**src/rtl/alarm_pkg.sv**
```systemverilog
// Shared definitions for the alarm controller.
//   alarm_state_e : per-channel FSM state encoding
//   Def*          : default parameter values used by alarm_ctrl / alarm_channel
package alarm_pkg;

    typedef enum logic [2:0] {
        StIdle,
        StDebounce,
        StAlarm,
        StHold,
        StSilenced
    } alarm_state_e;

    localparam int unsigned DefNumCh     = 3;
    localparam int unsigned DefDebounce  = 2;
    localparam int unsigned DefBeepHalf  = 4;
    localparam int unsigned DefEscCycles = 32;

endpackage

```
**src/rtl/alarm_channel.sv**
```systemverilog
// One independent sensor/buzzer channel: debounce, latched alarm, acknowledge,
// silence and escalation.
//   clk, reset : clock, asynchronous active-high reset
//   sensor     : raw sensor level
//   ack        : acknowledge level
//   buzzer     : registered buzzer drive
//   active     : registered, high in ALARM / HOLD / SILENCED
//   escalated  : registered, high once escalation fired until IDLE
module alarm_channel
    import alarm_pkg::*;
#(
    parameter int unsigned DEBOUNCE   = DefDebounce,
    parameter int unsigned BEEP_HALF  = DefBeepHalf,
    parameter int unsigned ESC_CYCLES = DefEscCycles
) (
    input  logic clk,
    input  logic reset,
    input  logic sensor,
    input  logic ack,
    output logic buzzer,
    output logic active,
    output logic escalated
);

    localparam int unsigned DebW  = $clog2(DEBOUNCE + 1);
    localparam int unsigned BeepW = $clog2(BEEP_HALF + 1);
    localparam int unsigned EscW  = $clog2(ESC_CYCLES + 1);

    localparam logic [DebW-1:0]  DebMax   = DebW'(DEBOUNCE);
    localparam logic [BeepW-1:0] BeepLast = BeepW'(BEEP_HALF - 1);
    localparam logic [EscW-1:0]  EscMax   = EscW'(ESC_CYCLES);

    alarm_state_e    state_q, state_d;
    logic [DebW-1:0]  deb_q, deb_d;
    logic [BeepW-1:0] beep_q, beep_d;
    logic [EscW-1:0]  esc_q, esc_d;
    logic             buzzer_q, buzzer_d;
    logic             active_q, active_d;
    logic             escalated_q, escalated_d;

    logic go_idle;
    logic enter_alarm;

    always_comb begin
        state_d     = state_q;
        deb_d       = deb_q;
        beep_d      = beep_q;
        esc_d       = esc_q;
        buzzer_d    = buzzer_q;
        active_d    = active_q;
        escalated_d = escalated_q;
        go_idle     = 1'b0;
        enter_alarm = 1'b0;

        unique case (state_q)
            StIdle: begin
                if (sensor) begin
                    if (DebMax == DebW'(1)) begin
                        enter_alarm = 1'b1;
                    end else begin
                        state_d = StDebounce;
                        deb_d   = DebW'(1);
                    end
                end
            end
            StDebounce: begin
                if (!sensor) begin
                    go_idle = 1'b1;
                end else if (deb_q + DebW'(1) >= DebMax) begin
                    enter_alarm = 1'b1;
                end else begin
                    deb_d = deb_q + DebW'(1);
                end
            end
            StAlarm, StHold: begin
                // ack with sensor low (or any ack in HOLD) clears outright
                if (ack && (state_q == StHold || !sensor)) begin
                    go_idle = 1'b1;
                end else if (ack) begin
                    state_d  = StSilenced;
                    buzzer_d = 1'b0;
                end else begin
                    state_d = sensor ? StAlarm : StHold;
                    // beep pattern and escalation continue across ALARM<->HOLD
                    if (beep_q == BeepLast) begin
                        beep_d   = '0;
                        buzzer_d = ~buzzer_q;
                    end else begin
                        beep_d = beep_q + BeepW'(1);
                    end
                    if (esc_q != EscMax) begin
                        esc_d = esc_q + EscW'(1);
                    end
                    if (esc_d == EscMax) begin
                        escalated_d = 1'b1;
                        buzzer_d    = 1'b1;
                    end
                end
            end
            StSilenced: begin
                if (!sensor) begin
                    go_idle = 1'b1;
                end
            end
            default: go_idle = 1'b1;
        endcase

        if (go_idle) begin
            state_d     = StIdle;
            deb_d       = '0;
            beep_d      = '0;
            esc_d       = '0;
            buzzer_d    = 1'b0;
            active_d    = 1'b0;
            escalated_d = 1'b0;
        end
        if (enter_alarm) begin
            state_d     = StAlarm;
            deb_d       = '0;
            beep_d      = '0;
            esc_d       = '0;
            buzzer_d    = 1'b1;
            active_d    = 1'b1;
            escalated_d = 1'b0;
        end
    end

    always_ff @(posedge clk or posedge reset) begin
        if (reset) begin
            state_q     <= StIdle;
            deb_q       <= '0;
            beep_q      <= '0;
            esc_q       <= '0;
            buzzer_q    <= 1'b0;
            active_q    <= 1'b0;
            escalated_q <= 1'b0;
        end else begin
            state_q     <= state_d;
            deb_q       <= deb_d;
            beep_q      <= beep_d;
            esc_q       <= esc_d;
            buzzer_q    <= buzzer_d;
            active_q    <= active_d;
            escalated_q <= escalated_d;
        end
    end

    assign buzzer    = buzzer_q;
    assign active    = active_q;
    assign escalated = escalated_q;

endmodule

```
**src/rtl/alarm_ctrl.sv**
```systemverilog
// Multi-channel alarm controller: NUM_CH independent alarm_channel instances
// plus a registered any_alarm summary.
//   clk, reset : clock, asynchronous active-high reset
//   sensor     : per-channel raw sensor levels
//   ack        : per-channel acknowledge levels
//   buzzer     : per-channel buzzer drive
//   active     : per-channel alarm-active flags
//   escalated  : per-channel escalation flags
//   any_alarm  : OR of active, one cycle behind
module alarm_ctrl
    import alarm_pkg::*;
#(
    parameter int unsigned NUM_CH     = DefNumCh,
    parameter int unsigned DEBOUNCE   = DefDebounce,
    parameter int unsigned BEEP_HALF  = DefBeepHalf,
    parameter int unsigned ESC_CYCLES = DefEscCycles
) (
    input  logic              clk,
    input  logic              reset,
    input  logic [NUM_CH-1:0] sensor,
    input  logic [NUM_CH-1:0] ack,
    output logic [NUM_CH-1:0] buzzer,
    output logic [NUM_CH-1:0] active,
    output logic [NUM_CH-1:0] escalated,
    output logic              any_alarm
);

    logic any_alarm_q, any_alarm_d;

    for (genvar i = 0; i < NUM_CH; i++) begin : g_ch
        alarm_channel #(
            .DEBOUNCE   (DEBOUNCE),
            .BEEP_HALF  (BEEP_HALF),
            .ESC_CYCLES (ESC_CYCLES)
        ) u_ch (
            .clk       (clk),
            .reset     (reset),
            .sensor    (sensor[i]),
            .ack       (ack[i]),
            .buzzer    (buzzer[i]),
            .active    (active[i]),
            .escalated (escalated[i])
        );
    end

    always_comb begin
        any_alarm_d = |active;
    end

    always_ff @(posedge clk or posedge reset) begin
        if (reset) begin
            any_alarm_q <= 1'b0;
        end else begin
            any_alarm_q <= any_alarm_d;
        end
    end

    assign any_alarm = any_alarm_q;

endmodule
```
**config.mk**
```make
export PLATFORM = sky130hd
export DESIGN_NAME = alarm_ctrl
export DESIGN_NICKNAME = d
export VERILOG_FILES = /design/src/rtl/alarm_pkg.sv /design/src/rtl/alarm_channel.sv /design/src/rtl/alarm_ctrl.sv
export SDC_FILE = /design/constraint.sdc
export NUM_CORES = 1
export LEC_CHECK = 0
export BUFFER_PORTS_ARGS = -buffer_cell sky130_fd_sc_hd__buf_2
export CAP_MARGIN = 20
export CELL_PAD_IN_SITES_DETAIL_PLACEMENT = 0
export CELL_PAD_IN_SITES_GLOBAL_PLACEMENT = 2
export CORE_UTILIZATION = 27
export DETAILED_ROUTE_END_ITERATION = 8
export GPL_TIMING_DRIVEN = 0
export PLACE_DENSITY_LB_ADDON = 0.08
export SETUP_SLACK_MARGIN = 0.02
export SLEW_MARGIN = 20
export SYNTH_ARGS = -nofsm -noshare
export SYNTH_HDL_FRONTEND = slang
export SYNTH_HIERARCHICAL = 1
export SYNTH_SLANG_ARGS = --single-unit
```
**constraint.sdc**
```tcl
create_clock -name clk -period 1.96 [get_ports clk]
set_clock_uncertainty 0.05 [all_clocks]
set_input_delay 0.196 -clock clk [delete_from_list [all_inputs] [get_ports clk]]
set_output_delay 0.196 -clock clk [all_outputs]
set_load 0.1 [all_outputs]
```
# --- Yosys cells after proc, flatten, opt, wreduce, memory -nomap -nowiden ---
# Cells that the tools add are included.
# W data, S select, Z words.
totals:
  rom_bits: 0
  in_bits: 8
  ram_bits: 0
  word_cells: 275
  output_inout_bits: 10
  ff_bits: 52
  memories: 0
  latchBits: 0
op_classes:
  n_bitwise: 3
  mul: 0
  addsub: 9
  eq_ne: 39
  muxes: 147
  n_reduce_logical: 52
  shifts: 0
  magnitude_cmp: 3
  div_mod_pow: 0
op_table:
  columns: ["cell", "n"]
  rows:
  - ["$mux W6", 27]
  - ["$mux W3", 33]
  - ["$mux W1", 63]
  - ["$ne A4 B2 Y1 const B", 12]
  - ["$mux W2", 15]
  - ["$eq A3 B2 Y1 const B", 9]
  - ["$reduce_and A3 Y1", 9]
  - ["$reduce_and A4 Y1", 6]
  - ["$reduce_bool A4 Y1", 6]
  - ["$add A6 B1 Y6 const B", 3]
  - ["$eq A6 B6 Y1 const B", 3]
  - ["$ne A3 B1 Y1 const B", 6]
  - ["$ne A6 B6 Y1 const B", 3]
  - ["$pmux W3 S2", 3]
  - ["$reduce_bool A3 Y1", 6]
  - ["$reduce_bool A5 Y1", 3]
  - ["$pmux W2 S2", 3]
  - ["$reduce_or A2 Y1", 6]
  - ["$add A3 B1 Y3 const B", 3]
  - ["$eq A3 B1 Y1 const B", 3]
  - ["$eq A3 B3 Y1 const B", 3]
  - ["$logic_not A3 Y1", 3]
  - ["$pmux W1 S3", 3]
  - ["$add A2 B1 Y2 const B", 3]
  - ["7 further kinds", 19]

# --- Longest topological paths before layout ---
# Gate-level depths: netlist (run 1).
logic_depth:
  word_depth: 12
  depth_mapped: 7
  ltp_nobuf: 7

# --- Cells and area by module ---
# Netlist (run 1), hierarchy kept.
modules_own_cells:
  columns: ["module", "cells_each", "area_per_inst_um2", "n_inst", "seq_area_each_um2"]
  rows:
  - ["alarm_channel (g_ch[0].u_ch ...)", 104, 994.7, 2, 425.4]
  - ["alarm_channel (g_ch[2].u_ch)", 107, 1064.8, 1, 425.4]
  - ["alarm_ctrl", 3, 35.0, 1, 25.0]

# --- Worst setup path after synthesis (run 1) ---
# OpenSTA, ideal clock, no wires.
synth_timing:
  path_kind: "register to register"
  start: "register g_ch[0].u_ch.esc_q[0]"
  end: "register g_ch[0].u_ch.buzzer_q"
  t_required_ns: 1.779
  setup_ns: 0.131
  synth_period_minus_slack_ns: 1.702
  arrival_time_ns: 1.521
  path_buffers: 0
  stages_incl_launch_ff: 8
  setup_slack_ns: 0.258
  path_cell_list: "dfrtp_1 inv_1 ha_1 nand3b_4 or3_4 o211ai_2 o2111ai_1 mux2i_1"
synth_between:
  elab_chain_cells: 12
  word_cells_on_any_way: 15
  cone_classes: "1 x add/sub; 2 x eq/ne; 10 x mux; 2 x reduce/logical"
synth_rtl:
  columns: ["element", "line_no", "rtl"]
  rows:
  - ["from (decl)", "alarm_channel.sv:36", "logic [EscW-1:0] esc_q, esc_d;"]
  - ["from (signal assigned)", "alarm_channel.sv:141", "esc_q <= esc_d;"]
  - ["$add A6 B1 Y6 or $ne A6 B6 Y1 (tied branches)", "alarm_channel.sv:92, alarm_channel.sv:91", null]
  - ["$mux W6 *", "alarm_channel.sv:91", "if (esc_q != EscMax) begin"]
  - ["$mux W6 *", "alarm_channel.sv:79", "end else if (ack) begin"]
  - ["$mux W6 *", "alarm_channel.sv:77", "if (ack && (state_q == StHold || !sensor)) begin"]
  - ["$mux W6 *", "alarm_channel.sv:55", "unique case (state_q)"]
  - ["$eq A6 B6 Y1 *", "alarm_channel.sv:94", "if (esc_d == EscMax) begin"]
  - ["$mux W1", "alarm_channel.sv:94", null]
  - ["$mux W1", "alarm_channel.sv:79", null]
  - ["$mux W1", "alarm_channel.sv:77", null]
  - ["$mux W1", "alarm_channel.sv:55", null]
  - ["$mux W1", "alarm_channel.sv:108", "if (go_idle) begin"]
  - ["$mux W1", "alarm_channel.sv:117", "if (enter_alarm) begin"]
  - ["to (signal assigned)", "alarm_channel.sv:142", "buzzer_q <= buzzer_d;"]
  - ["to (decl)", "alarm_channel.sv:37", "logic buzzer_q, buzzer_d;"]
# Every way passes the cells marked *; elsewhere a longest branch is shown, timed or not. The select of a mux whose other input is x is not followed.
# A chain may end at the register's enable or synchronous reset.

# --- Worst setup path after layout (run 1) ---
layout_timing:
  start: "register g_ch[0].u_ch.esc_q[1]"
  end: "register g_ch[0].u_ch.buzzer_q"
# Same word-level chain as after synthesis.

==> results of run 1 <==
==> registers in the layout (all words and copies together), names as in the netlist <==
register	cells
g_ch.u_ch/beep_q	9
g_ch.u_ch/active	3
g_ch.u_ch/esc_q	18
g_ch.u_ch/buzzer	3
g_ch.u_ch/state_q	9
g_ch.u_ch/escalated	3
g_ch.u_ch/deb_q	6
any_alarm	1
==> worst max-delay path, delay by kind of cell, from the launching register on <==
kind | cells | cell delay [ns]
buf+inv | 1 | 0.11
compound gates | 2 | 0.34
flops | 1 | 0.40
simple gates | 2 | 0.45
mux | 1 | 0.15
fa+ha+maj | 1 | 0.20
==> metal layers <==
metal,global-route usage (%),vias up,wire [µm]
li1,-,1172,-
met1,17.1,1096,3420
met2,20.5,12,3070
met3,2.33,5,138
met4,3.47,0,54
met5,0,-,0
==> stage by stage <==
stage	hold slack, ns	utilization (%)	worst slack (ns)	area (µm²)
finish	0.133	32.1	0.132	3530
global route	0.154	32.1	0.0212	3530
CTS	0.125	31.9	0.0671	3510
detailed placement	0.0149	30.5	0.0720	3350
global placement	0.0129	30.5	0.0777	3350
floorplan	-0.125	-	0.258	3090
==> power breakdown <==
part | internal [µW] | switching [µW] | total (µW)
clock | 511 | 387 | 898
combinational | 648 | 1310 | 1960
sequential | 1320 | 292 | 1610
==> final cells by class <==
class / count / area, µm² / area share, %
Timing Repair Buffer: 18 / 95.1 / 2.69
Sequential cell: 52 / 1310 / 37.0
Clock buffer: 8 / 146 / 4.15
Buffer: 10 / 71.3 / 2.02
Inverter: 16 / 60.1 / 1.70
Multi-Input combinational cell: 240 / 1680 / 47.5
Tap cell: 140 / 175 / 4.96
==> path summary, 6_finish.rpt <==
check / startpoint / endpoint / slack (ns) / cells after the start
max: g_ch[0].u_ch/esc_q[1] / g_ch[0].u_ch/buzzer / 0.13 / 7
min: ack[1] / g_ch[1].u_ch/state_q[2] / 0.13 / 3
max reg2reg: g_ch[0].u_ch/esc_q[1] / g_ch[0].u_ch/buzzer / 0.13 / 7
min reg2reg: g_ch[2].u_ch/escalated / g_ch[2].u_ch/escalated / 0.46 / 1
max in group asynchronous: reset / g_ch[0].u_ch/esc_q[0] / 0.79 / 3
min in group asynchronous: reset / any_alarm / 0.28 / 3
==> logic make-up (layout without fill, tap and decap cells) <==
logic type	Yosys count	after routing	share of synthesized area (%)
simple gates	134	134	25.2
compound gates	68	68	16.3
flops	52	52	42.1
buf+inv	26	52	4.25
xor+xnor	21	21	5.95
fa+ha+maj	14	14	5.27
mux	3	3	0.972
==> cells in the mapped netlist (all sizes together) (4+ instances only) <==
| cell | count | area share, % |
|---|---|---|
| a21oi | 13 | 2.2 |
| nor2 | 35 | 4.9 |
| nand4 | 4 | 0.81 |
| or3 | 8 | 1.9 |
| inv | 16 | 1.9 |
| nand2b | 9 | 1.8 |
| nand3 | 9 | 1.8 |
| nand2 | 28 | 3.6 |
| buf | 10 | 2.3 |
| xnor2 | 14 | 4.0 |
| and3 | 4 | 0.81 |
| nor3 | 12 | 2.3 |
| dfrtp | 52 | 42 |
| ha | 9 | 3.6 |
| o21ai | 14 | 2.9 |
| maj3 | 5 | 1.6 |
| nor2b | 7 | 1.4 |
| a22o | 4 | 1.1 |
| xor2 | 7 | 2.0 |
| a21o | 5 | 1.2 |
| nor3b | 5 | 1.9 |
| a31oi | 4 | 0.81 |
| o211ai | 6 | 1.9 |
==> what timing repair did <==
item | 4_1_cts | 5_1_grt
setup buffers | 0 | 0
endpoints found under the hold margin | 1 | 0
endpoints found under the setup margin | 0 | 6
hold buffers | 1 | 0
gates resized for setup | 0 | 6
==> impl_metrics.prom, run 1 <==
# TYPE chip_impl_metric gauge
chip_impl_metric{name="grt_overflow_total",unit=""} 0
chip_impl_metric{name="die-area",unit="µm²"} 11900
chip_impl_metric{name="antenna_violations_before_repair",unit=""} 0
chip_impl_metric{name="syn_nets",unit=""} 335
chip_impl_info{name="layout_commonest_cell",value="sky130_fd_sc_hd__dfrtp_1"} 1
chip_impl_metric{name="timing.final.max_slew_violations",unit=""} 0
chip_impl_metric{name="period_needed",unit="ns"} 1.83
chip_impl_metric{name="synthArstFlopShare",unit="%"} 100
chip_impl_metric{name="drv.max_cap_violation_count",unit=""} 0
chip_impl_info{name="clock-root-buffer",value="sky130_fd_sc_hd__clkbuf_16"} 1
chip_impl_metric{name="diodes_inserted",unit=""} 0
chip_impl_metric{name="layout.nets",unit=""} 360
chip_impl_metric{name="final_layout_size_suffix_gt1_share",unit="%"} 19.2
chip_impl_metric{name="worst_pin_slew",unit="ns"} 0.720
chip_impl_metric{name="vdd.ir_drop.worst",unit="mV"} 0.412
chip_impl_metric{name="floorplan.die.width",unit="µm"} 109
chip_impl_metric{name="setup_total_negative_slack",unit="ns"} 0
chip_impl_metric{name="power.density_cell_area",unit="nW/µm²"} 1270
chip_impl_metric{name="htree_levels",unit=""} 2
chip_impl_metric{name="p_total",unit="µW"} 4470
chip_impl_metric{name="wl_per_cell",unit="µm"} 13.8
chip_impl_metric{name="worst_ep_required_time",unit="ns"} 2.08
chip_impl_info{name="rsz0062_at_grt",value="yes"} 1
chip_impl_metric{name="numCtsBuffers",unit=""} 5
chip_impl_metric{name="detailedRoute.firstPassIterationCount",unit=""} 4
chip_impl_metric{name="slew_headroom",unit="%"} 52.0
chip_impl_metric{name="clk_transition_reported_paths",unit="ns"} 0.07
chip_impl_metric{name="timing.critical_path.arrival",unit="ns"} 1.95
chip_impl_metric{name="synth-warning-count",unit=""} 6
chip_impl_metric{name="area_growth",unit="%"} 14.3
chip_impl_metric{name="yosysUniqueCellTypes",unit=""} 60
chip_impl_metric{name="synth_area",unit="µm²"} 3090
chip_impl_metric{name="power.leakage",unit="µW"} 0.00161
chip_impl_metric{name="worst-path-max-fanout",unit=""} 4
chip_impl_info{name="tritoncts",value="done"} 1
chip_impl_metric{name="max_freq",unit="MHz"} 547
chip_impl_metric{name="drt-initial-drc-count",unit=""} 84
chip_impl_metric{name="overall_routed_net_length",unit="µm"} 6680
chip_impl_metric{name="port-buffer-count",unit=""} 17
chip_impl_info{name="status",value="complete, no violations"} 1
chip_impl_metric{name="crit_path_max_incr_delay",unit="ns"} 0.40
chip_impl_metric{name="worst_skew_late_latency",unit="ns"} 0.29
chip_impl_metric{name="drt-vias-per-instance",unit=""} 4.72
chip_impl_metric{name="vias_in_the_first_global_route",unit=""} 2362
chip_impl_metric{name="final_antenna_net_count",unit=""} 0
chip_impl_metric{name="die_h",unit="µm"} 109
chip_impl_metric{name="synthesis.area_per_instance",unit="µm²"} 9.71
chip_impl_metric{name="place_congestion",unit=""} 0.714
chip_impl_metric{name="dr_total_vias",unit=""} 2285
chip_impl_info{name="worst_path_max_delay_cell",value="sky130_fd_sc_hd__dfrtp_1"} 1
chip_impl_metric{name="dp_hpwl",unit="µm"} 4810
chip_impl_info{name="sequence_of_cells_on_the_critical_path",value="inv_1 > ha_1 > nand3b_4 > or3_4 > o211ai_2 > o2111ai_2 > mux2i_1"} 1
chip_impl_metric{name="syn_inst",unit=""} 318
chip_impl_metric{name="fin_cells",unit=""} 484
chip_impl_metric{name="maximum_number_of_pins_on_one_net_before_global_route_repair",unit=""} 18
chip_impl_metric{name="ios",unit=""} 18
chip_impl_metric{name="final-hold-violation-count",unit=""} 0
chip_impl_metric{name="initial_utilization",unit="%"} 28.1
chip_impl_info{name="synth-main-ff-cell",value="sky130_fd_sc_hd__dfrtp_1"} 1
chip_impl_info{name="commonest_non_fill_non_tap_cells_in_the_layout",value="49 x sky130_fd_sc_hd__dfrtp_1, 29 x sky130_fd_sc_hd__nor2_1, 26 x sky130_fd_sc_hd__nand2_1, 23 x sky130_fd_sc_hd__buf_2, 16 x sky130_fd_sc_hd__inv_1"} 1
chip_impl_info{name="setup.worst_path.class",value="register to register"} 1
chip_impl_metric{name="dpl.cell_count",unit=""} 475
chip_impl_info{name="endpoint_kind",value="register"} 1
chip_impl_metric{name="grt_usage",unit="%"} 12.6
chip_impl_metric{name="layout.filler_cells",unit=""} 1152
chip_impl_metric{name="drt_drc_violations_left",unit=""} 0
chip_impl_metric{name="cts.sinks",unit=""} 52
chip_impl_metric{name="placementRows",unit=""} 38
chip_impl_metric{name="clock_tree.buffer_depth",unit=""} 2
chip_impl_metric{name="fin_crit_sh",unit="%"} 93.2
chip_impl_metric{name="core_area",unit="µm²"} 11000
chip_impl_metric{name="ys_ff_latch",unit=""} 52
chip_impl_info{name="startpoint_type",value="register"} 1
chip_impl_metric{name="synth_enable_flop_cells",unit=""} 0
chip_impl_metric{name="grt_first_pass_wirelength",unit="µm"} 11800
chip_impl_info{name="min_path_type",value="input port to register"} 1
chip_impl_metric{name="yosysSeqAreaShare",unit="%"} 42.1
chip_impl_metric{name="timing.final.setup_violations",unit=""} 0
Note: power is estimated with default switching activity, not from simulation.
==> run 2, diff against run 1 <==
--- a/config.mk
+++ b/config.mk
@@ -17,5 +17,4 @@
 export SLEW_MARGIN = 20
 export SYNTH_ARGS = -nofsm -noshare
 export SYNTH_HDL_FRONTEND = slang
-export SYNTH_HIERARCHICAL = 1
 export SYNTH_SLANG_ARGS = --single-unit
==> run 2 against run 1 <==
Effect of this change: sequential share of layout area is 0.69 points lower; routed wire length is 3.7% higher; first-iteration DRC count is 9.5% lower; critical path depth is 2 lower; area after synthesis is 3.1% lower; sequential cell count stayed put; clock power is 26% lower; final cell count is 4.3% higher; combinational power is 9% higher; power is 1.4% lower; maximum frequency is 3.4% lower; critical path type unchanged; highest routed layer unchanged.
==> impl_metrics.prom, run 2 <==
# TYPE chip_impl_metric gauge
chip_impl_metric{name="timing.final.setup_violations",unit=""} 0
chip_impl_metric{name="port-buffer-count",unit=""} 17
chip_impl_metric{name="largest_register_ff_count",unit=""} 18
chip_impl_metric{name="vdd.ir_drop.worst",unit="mV"} 0.546
chip_impl_metric{name="register_cell_area_after_layout",unit="µm²"} 1310
chip_impl_metric{name="holdWs",unit="ns"} 0.164
chip_impl_metric{name="reg2reg_slack",unit="ns"} 0.07
chip_impl_metric{name="worst-path-max-fanout",unit=""} 5
chip_impl_metric{name="place_congestion",unit=""} 0.678
chip_impl_metric{name="detailedRoute.firstPassIterationCount",unit=""} 4
chip_impl_info{name="yosys-top-cells-count",value="52 x sky130_fd_sc_hd__dfrtp_1, 37 x sky130_fd_sc_hd__nor2_1, 30 x sky130_fd_sc_hd__nand2_1"} 1
chip_impl_metric{name="place_worst_setup_slack",unit="ns"} -0.299
chip_impl_metric{name="antenna_violations_before_repair",unit=""} 0
chip_impl_metric{name="grt_usage",unit="%"} 12.4
chip_impl_metric{name="synth_enable_flop_cells",unit=""} 0
chip_impl_metric{name="final-hold-violation-count",unit=""} 0
chip_impl_metric{name="cts.sinks",unit=""} 52
chip_impl_info{name="largest_register",value="g_ch.u_ch.esc_q"} 1
chip_impl_metric{name="worstRegToRegCells",unit=""} 5
chip_impl_metric{name="synth_area",unit="µm²"} 2990
chip_impl_info{name="sequence_of_cells_on_the_critical_path",value="nand2_8 > or3_4 > a211o_1 > or3b_4 > a21oi_2"} 1
chip_impl_metric{name="synthArstFlopShare",unit="%"} 100
chip_impl_info{name="endpoint_kind",value="register"} 1
chip_impl_metric{name="die-area",unit="µm²"} 11500
chip_impl_metric{name="overall_routed_net_length",unit="µm"} 6930
chip_impl_info{name="min_path_type",value="input port to register"} 1
chip_impl_metric{name="synthesis.area_per_instance",unit="µm²"} 9.16
chip_impl_metric{name="vias_in_the_first_global_route",unit=""} 2247
chip_impl_metric{name="grt_first_pass_wirelength",unit="µm"} 11200
chip_impl_metric{name="worst_ep_required_time",unit="ns"} 2.15
chip_impl_info{name="synth-main-ff-cell",value="sky130_fd_sc_hd__dfrtp_1"} 1
chip_impl_info{name="synth.top_cells.by_area",value="sky130_fd_sc_hd__dfrtp_1 43%, sky130_fd_sc_hd__nor2_1 4.6%, sky130_fd_sc_hd__ha_1 3.8%, sky130_fd_sc_hd__nand2_1 3.8%, sky130_fd_sc_hd__a21oi_1 2.8%"} 1
chip_impl_metric{name="final_layout_size_suffix_gt1_share",unit="%"} 24.1
chip_impl_metric{name="synth-warning-count",unit=""} 0
chip_impl_metric{name="max_freq",unit="MHz"} 528
chip_impl_info{name="rsz0062_at_grt",value="yes"} 1
chip_impl_metric{name="dr_total_vias",unit=""} 2412
chip_impl_metric{name="worst_skew_late_latency",unit="ns"} 0.31
chip_impl_info{name="most_frequent_cell_after_synthesis",value="sky130_fd_sc_hd__dfrtp_1"} 1
chip_impl_info{name="worst_hold_path.endpoint",value="g_ch[0].u_ch.state_q[0]"} 1
chip_impl_info{name="largest_registers",value="g_ch.u_ch.esc_q: 18 flops, g_ch.u_ch.beep_q: 9 flops, g_ch.u_ch.state_q: 9 flops"} 1
chip_impl_metric{name="diodes_inserted",unit=""} 0
chip_impl_info{name="tritoncts",value="done"} 1
chip_impl_metric{name="core_area",unit="µm²"} 10800
chip_impl_metric{name="power.density_cell_area",unit="nW/µm²"} 1220
chip_impl_info{name="worst_r2r_startpoint",value="g_ch[1].u_ch.esc_q[4]"} 1
chip_impl_metric{name="ys_ff_latch",unit=""} 52
chip_impl_metric{name="syn_inst",unit=""} 327
chip_impl_info{name="setup.worst_path.class",value="register to register"} 1
chip_impl_metric{name="timing.final.max_slew_violations",unit=""} 0
chip_impl_metric{name="die_h",unit="µm"} 107
chip_impl_metric{name="setup_total_negative_slack",unit="ns"} 0
chip_impl_metric{name="drt-vias-per-instance",unit=""} 4.78
chip_impl_metric{name="area_occupied_by_multi_input_gates",unit="µm²"} 1640
chip_impl_metric{name="synth.top_cell.area_share",unit="%"} 43.5
chip_impl_metric{name="power.leakage",unit="µW"} 0.00168
chip_impl_metric{name="final_antenna_net_count",unit=""} 0
chip_impl_metric{name="dp_hpwl",unit="µm"} 4730
chip_impl_metric{name="drt-initial-drc-count",unit=""} 76
chip_impl_metric{name="floorplan.die.width",unit="µm"} 107
chip_impl_info{name="worstHoldStart",value="sensor[0]"} 1
chip_impl_info{name="leading_area_contributor_after_synthesis",value="sky130_fd_sc_hd__dfrtp_1"} 1
chip_impl_metric{name="area_growth",unit="%"} 20.1
chip_impl_info{name="status",value="complete, no violations"} 1
chip_impl_metric{name="slew_headroom",unit="%"} 62.9
chip_impl_metric{name="placementRows",unit=""} 38
chip_impl_info{name="worst_path_max_delay_cell",value="sky130_fd_sc_hd__dfrtp_2"} 1
chip_impl_info{name="commonest_non_fill_non_tap_cells_in_the_layout",value="49 x sky130_fd_sc_hd__dfrtp_1, 35 x sky130_fd_sc_hd__nor2_1, 29 x sky130_fd_sc_hd__nand2_1, 21 x sky130_fd_sc_hd__buf_4, 18 x sky130_fd_sc_hd__buf_2"} 1
chip_impl_metric{name="initial_utilization",unit="%"} 27.6
chip_impl_info{name="layout_commonest_cell",value="sky130_fd_sc_hd__dfrtp_1"} 1
chip_impl_metric{name="yosysSeqAreaShare",unit="%"} 43.5
chip_impl_metric{name="numCtsBuffers",unit=""} 5
chip_impl_metric{name="layout.filler_cells",unit=""} 1170
chip_impl_metric{name="drv.max_cap_violation_count",unit=""} 0
chip_impl_metric{name="maximum_number_of_pins_on_one_net_before_global_route_repair",unit=""} 38
chip_impl_metric{name="clock_tree.buffer_depth",unit=""} 2
chip_impl_info{name="clock-root-buffer",value="sky130_fd_sc_hd__clkbuf_8"} 1
chip_impl_metric{name="period_needed",unit="ns"} 1.89
chip_impl_metric{name="fin_crit_sh",unit="%"} 96.6
chip_impl_metric{name="htree_levels",unit=""} 2
chip_impl_metric{name="clk_transition_reported_paths",unit="ns"} 0.10
chip_impl_metric{name="grt_overflow_total",unit=""} 0
chip_impl_metric{name="fin_cells",unit=""} 505
chip_impl_metric{name="syn_nets",unit=""} 344
chip_impl_info{name="critical_path.reg2reg.endpoint",value="g_ch[1].u_ch.buzzer"} 1
chip_impl_metric{name="drt_drc_violations_left",unit=""} 0
chip_impl_info{name="startpoint_type",value="register"} 1
chip_impl_metric{name="timing.hold.worst_path_depth",unit=""} 4
chip_impl_metric{name="layout.nets",unit=""} 381
chip_impl_metric{name="wl_per_cell",unit="µm"} 13.7
chip_impl_metric{name="yosysUniqueCellTypes",unit=""} 50
chip_impl_metric{name="timing.critical_path.arrival",unit="ns"} 2.09
chip_impl_metric{name="dpl.cell_count",unit=""} 485
chip_impl_metric{name="p_total",unit="µW"} 4400
chip_impl_metric{name="ios",unit=""} 18
chip_impl_metric{name="worst_slack",unit="ns"} 0.0674
chip_impl_metric{name="worst_pin_slew",unit="ns"} 0.556
chip_impl_metric{name="crit_path_max_incr_delay",unit="ns"} 0.48
run 2: cell count changes in the layout (fill, tap and decap cells not counted), moves of 5 or more:
cell                        delta
sky130_fd_sc_hd__buf_2         -5
sky130_fd_sc_hd__buf_4        +20
sky130_fd_sc_hd__clkbuf_16     -5
sky130_fd_sc_hd__clkbuf_8      +5
sky130_fd_sc_hd__maj3_1        -5
sky130_fd_sc_hd__nor2_1        +6
sky130_fd_sc_hd__or2_2         +5
sky130_fd_sc_hd__xnor2_1       -7
run 2: how the worst max path moves through the flow:
stage	startpoint	end	cells past startpoint
global placement	reset	g_ch[0].u_ch.esc_q[2]	2
global route	g_ch[1].u_ch.esc_q[1]	g_ch[1].u_ch.buzzer	7
CTS	g_ch[0].u_ch.esc_q[0]	g_ch[0].u_ch.buzzer	7
floorplan	g_ch[1].u_ch.esc_q[2]	g_ch[1].u_ch.escalated	6
detailed placement	g_ch[1].u_ch.state_q[2]	g_ch[1].u_ch.esc_q[4]	5
finish	g_ch[1].u_ch.esc_q[4]	g_ch[1].u_ch.buzzer	5
run 2: stage by stage:
stage,cell area (µm²),utilization (%)
global placement,3250,30.0
floorplan,2990,-
finish,3600,33.2
CTS,3420,31.6
global route,3600,33.2
detailed placement,3280,30.2
run 2: report_power, final:
part           switching, µW  internal (µW)  total [µW]
clock                    385            284         668
sequential               275           1330        1610
combinational           1390            735        2130
run 2: cells by family after synthesis:
group           share of synthesized area (%)
compound gates                           15.0
xor+xnor                                 4.39
fa+ha+maj                                3.76
buf+inv                                  6.10
flops                                    43.5
mux                                      2.42
simple gates                             24.9
run 2: repair_timing:
| item | CTS | global route |
|---|---|---|
| pin swaps | 1 | 7 |
| hold endpoints to repair | 15 | 0 |
| setup endpoints to repair | 16 | 14 |
| resized for setup | 9 | 22 |
| buffers inserted | 0 | 12 |
| hold buffers | 1 | 0 |
run 2: layout make-up:
| type | instances | share of cell area [%] |
|---|---|---|
| multi-input combinational | 242 | 45.5 |
| clock buffer | 6 | 2.30 |
| tap | 140 | 4.87 |
| buffer | 19 | 3.62 |
| sequential | 52 | 36.3 |
| timing repair buffer | 31 | 5.70 |
| inverter | 13 | 1.43 |
| clock inverter | 2 | 0.278 |
run 2: metal layers:
metal	vias to the layer above	track usage [%]	share of wire, %
met3	4	1.88	1.3
met5	-	0	0
li1	1217	-	-
met4	0	3.52	0.84
met1	1180	17.0	51
met2	11	20.3	47
run 2: critical path, delay by kind of cell (launching register included):
| kind | cells | cell delay, ns |
|---|---|---|
| AO/OA/AOI/OAI | 2 | 0.46 |
| flip-flops | 1 | 0.48 |
| AND/OR/NAND/NOR | 3 | 0.84 |
==> run 3, diff against run 2 <==
--- a/config.mk
+++ b/config.mk
@@ -13,6 +13,7 @@
 export DETAILED_ROUTE_END_ITERATION = 8
 export GPL_TIMING_DRIVEN = 0
 export PLACE_DENSITY_LB_ADDON = 0.08
+export REMOVE_ABC_BUFFERS = 1
 export SETUP_SLACK_MARGIN = 0.02
 export SLEW_MARGIN = 20
 export SYNTH_ARGS = -nofsm -noshare
==> run 3 against run 2 <==
Effect of this change: count of clock-buffer cells in the layout stayed put; largest power group unchanged; sequential share of layout area increased by 0.88 points; global-route usage about the same; core utilization down 0.73 points.
==> impl_metrics.prom, run 3 (synthesis results as in run 2) <==
# TYPE chip_impl_metric gauge
chip_impl_metric{name="cts.sinks",unit=""} 52
chip_impl_metric{name="vias_in_the_first_global_route",unit=""} 2267
chip_impl_metric{name="overall_routed_net_length",unit="µm"} 6660
chip_impl_metric{name="drt-initial-drc-count",unit=""} 49
chip_impl_metric{name="fin_crit_sh",unit="%"} 95.7
chip_impl_metric{name="p_total",unit="µW"} 4520
chip_impl_metric{name="core_area",unit="µm²"} 10800
chip_impl_info{name="status",value="complete, no violations"} 1
chip_impl_metric{name="worst_pin_slew",unit="ns"} 0.562
chip_impl_metric{name="clk_transition_reported_paths",unit="ns"} 0.11
chip_impl_metric{name="layout.nets",unit=""} 363
chip_impl_metric{name="diodes_inserted",unit=""} 0
chip_impl_info{name="min_path_type",value="input port to register"} 1
chip_impl_metric{name="timing.final.setup_violations",unit=""} 0
chip_impl_metric{name="worst-path-max-fanout",unit=""} 7
chip_impl_metric{name="power.density_cell_area",unit="nW/µm²"} 1280
chip_impl_metric{name="placementRows",unit=""} 38
chip_impl_metric{name="dr_total_vias",unit=""} 2321
chip_impl_info{name="startpoint_type",value="register"} 1
chip_impl_metric{name="holdWs",unit="ns"} 0.149
chip_impl_info{name="worst_path_max_delay_cell",value="sky130_fd_sc_hd__dfrtp_2"} 1
chip_impl_metric{name="detailedRoute.firstPassIterationCount",unit=""} 4
chip_impl_metric{name="drt_drc_violations_left",unit=""} 0
chip_impl_metric{name="dp_hpwl",unit="µm"} 4470
chip_impl_metric{name="p_sw_share",unit="%"} 45.6
chip_impl_metric{name="slew_headroom",unit="%"} 62.5
chip_impl_metric{name="clock_tree.buffer_depth",unit=""} 2
chip_impl_info{name="largest_registers",value="g_ch.u_ch.esc_q: 18 flops, g_ch.u_ch.beep_q: 9 flops, g_ch.u_ch.state_q: 9 flops"} 1
chip_impl_metric{name="timing.final.max_slew_violations",unit=""} 0
chip_impl_metric{name="grt_usage",unit="%"} 12.4
chip_impl_metric{name="layout.filler_cells",unit=""} 1149
chip_impl_metric{name="initial_utilization",unit="%"} 27.6
chip_impl_info{name="clock-root-buffer",value="sky130_fd_sc_hd__clkbuf_8"} 1
chip_impl_info{name="largest_register",value="g_ch.u_ch.esc_q"} 1
chip_impl_metric{name="htree_levels",unit=""} 2
chip_impl_metric{name="grt_overflow_total",unit=""} 0
chip_impl_metric{name="final-hold-violation-count",unit=""} 0
chip_impl_metric{name="internal-power",unit="µW"} 2460
chip_impl_metric{name="floorplan.die.width",unit="µm"} 107
chip_impl_metric{name="place_worst_setup_slack",unit="ns"} -0.328
chip_impl_metric{name="period_needed",unit="ns"} 1.88
chip_impl_info{name="tritoncts",value="done"} 1
chip_impl_metric{name="largest_register_ff_count",unit=""} 18
chip_impl_metric{name="drt-vias-per-instance",unit=""} 4.77
chip_impl_info{name="commonest_non_fill_non_tap_cells_in_the_layout",value="47 x sky130_fd_sc_hd__dfrtp_1, 35 x sky130_fd_sc_hd__nor2_1, 29 x sky130_fd_sc_hd__nand2_1, 17 x sky130_fd_sc_hd__buf_2, 16 x sky130_fd_sc_hd__a21oi_1"} 1
chip_impl_metric{name="ios",unit=""} 18
chip_impl_metric{name="worst_skew_late_latency",unit="ns"} 0.32
chip_impl_metric{name="final_antenna_net_count",unit=""} 0
chip_impl_metric{name="power.leakage",unit="µW"} 0.00162
chip_impl_metric{name="comb_power_share",unit="%"} 45.9
chip_impl_metric{name="seq_power_share",unit="%"} 36.1
chip_impl_metric{name="max_freq",unit="MHz"} 533
chip_impl_metric{name="final_layout_size_suffix_gt1_share",unit="%"} 22.8
chip_impl_info{name="rsz0062_at_grt",value="yes"} 1
chip_impl_info{name="layout_commonest_cell",value="sky130_fd_sc_hd__dfrtp_1"} 1
chip_impl_metric{name="drv.max_cap_violation_count",unit=""} 0
chip_impl_metric{name="timing.critical_path.arrival",unit="ns"} 2.07
chip_impl_info{name="endpoint_kind",value="register"} 1
chip_impl_metric{name="placed_cell_area",unit="µm²"} 3150
chip_impl_info{name="sequence_of_cells_on_the_critical_path",value="nand2_8 > or3_1 > a211o_1 > or3b_4 > a21oi_2"} 1
chip_impl_metric{name="numCtsBuffers",unit=""} 5
chip_impl_metric{name="setup_total_negative_slack",unit="ns"} 0
chip_impl_metric{name="antenna_violations_before_repair",unit=""} 0
chip_impl_info{name="setup.worst_path.class",value="register to register"} 1
chip_impl_metric{name="worst_slack",unit="ns"} 0.0835
chip_impl_metric{name="p_sw",unit="µW"} 2060
chip_impl_metric{name="finish.instance_area",unit="µm²"} 3520
chip_impl_metric{name="wl_per_cell",unit="µm"} 13.7
chip_impl_metric{name="area_growth",unit="%"} 17.5
chip_impl_metric{name="maximum_number_of_pins_on_one_net_before_global_route_repair",unit=""} 49
chip_impl_metric{name="worst_ep_required_time",unit="ns"} 2.15
chip_impl_metric{name="crit_path_max_incr_delay",unit="ns"} 0.51
chip_impl_metric{name="grt_first_pass_wirelength",unit="µm"} 11100
chip_impl_metric{name="place_congestion",unit=""} 0.716
chip_impl_metric{name="die_h",unit="µm"} 107
chip_impl_metric{name="die-area",unit="µm²"} 11500
chip_impl_metric{name="port-buffer-count",unit=""} 17
chip_impl_metric{name="power_frac_clock",unit="%"} 18.0
chip_impl_metric{name="vdd.ir_drop.worst",unit="mV"} 0.501
run 3: power by group through the flow:
stage               combinational, µW  sequential, µW  clock (µW)
global placement                 1870            1650           0
floorplan                        1010            2040           0
global route                     2290            1680         889
finish                           2070            1630         814
detailed placement               1870            1650           0
CTS                              1930            1630         863
run 3: worst max-delay path: cells and delay by family (launching register included):
family	cells	cell delay [ns]
AOI/OAI and AO/OA	2	0.43
DFF	1	0.51
and+or+nand+nor	3	0.81
run 3: final cells by class:
cell class                 count  area [µm²]  share of cell area [%]
multi-input combinational    242        1640                    46.7
sequential                    52        1310                    37.2
timing repair buffer          32         220                    6.26
tap                          140         175                    4.98
clock buffer                   6        82.6                    2.35
inverter                      13        51.3                    1.46
clock inverter                 2        38.8                    1.10
run 3: final timing paths:
check	depth (start not counted)	start	endpoint	slack, ns
setup / recovery	5	g_ch[1].u_ch.esc_q[3]	g_ch[1].u_ch.buzzer	0.08
hold / removal	3	sensor[1]	g_ch[1].u_ch.state_q[0]	0.15
setup reg to reg	5	g_ch[1].u_ch.esc_q[3]	g_ch[1].u_ch.buzzer	0.08
hold reg to reg	2	g_ch[1].u_ch.beep_q[2]	g_ch[1].u_ch.beep_q[2]	0.45
max in group asynchronous	4	reset	g_ch[1].u_ch.esc_q[1]	1.15
min in group asynchronous	3	reset	g_ch[0].u_ch.escalated	0.24
run 3: timing repair:
item                                    CTS  global route
hold buffers                              1             0
hold endpoints to repair                 52             0
setup buffers                             3            10
endpoints found under the setup margin   17            15
gates resized for setup                   9            25
pin swaps                                 0             5
run 3: per-layer routing:
layer | wire length, µm | GRT usage, %
met5 | 0 | 0
met4 | 133 | 4.70
met1 | 3320 | 15.9
met3 | 147 | 2.85
met2 | 3050 | 20.2
run 3: through the flow:
step / util (%) / std cells
finish: 32.5 / 487
global route: 32.5 / 487
CTS: 30.8 / 477
detailed placement: 29.1 / 465
global placement: 28.8 / 464
floorplan: - / 307
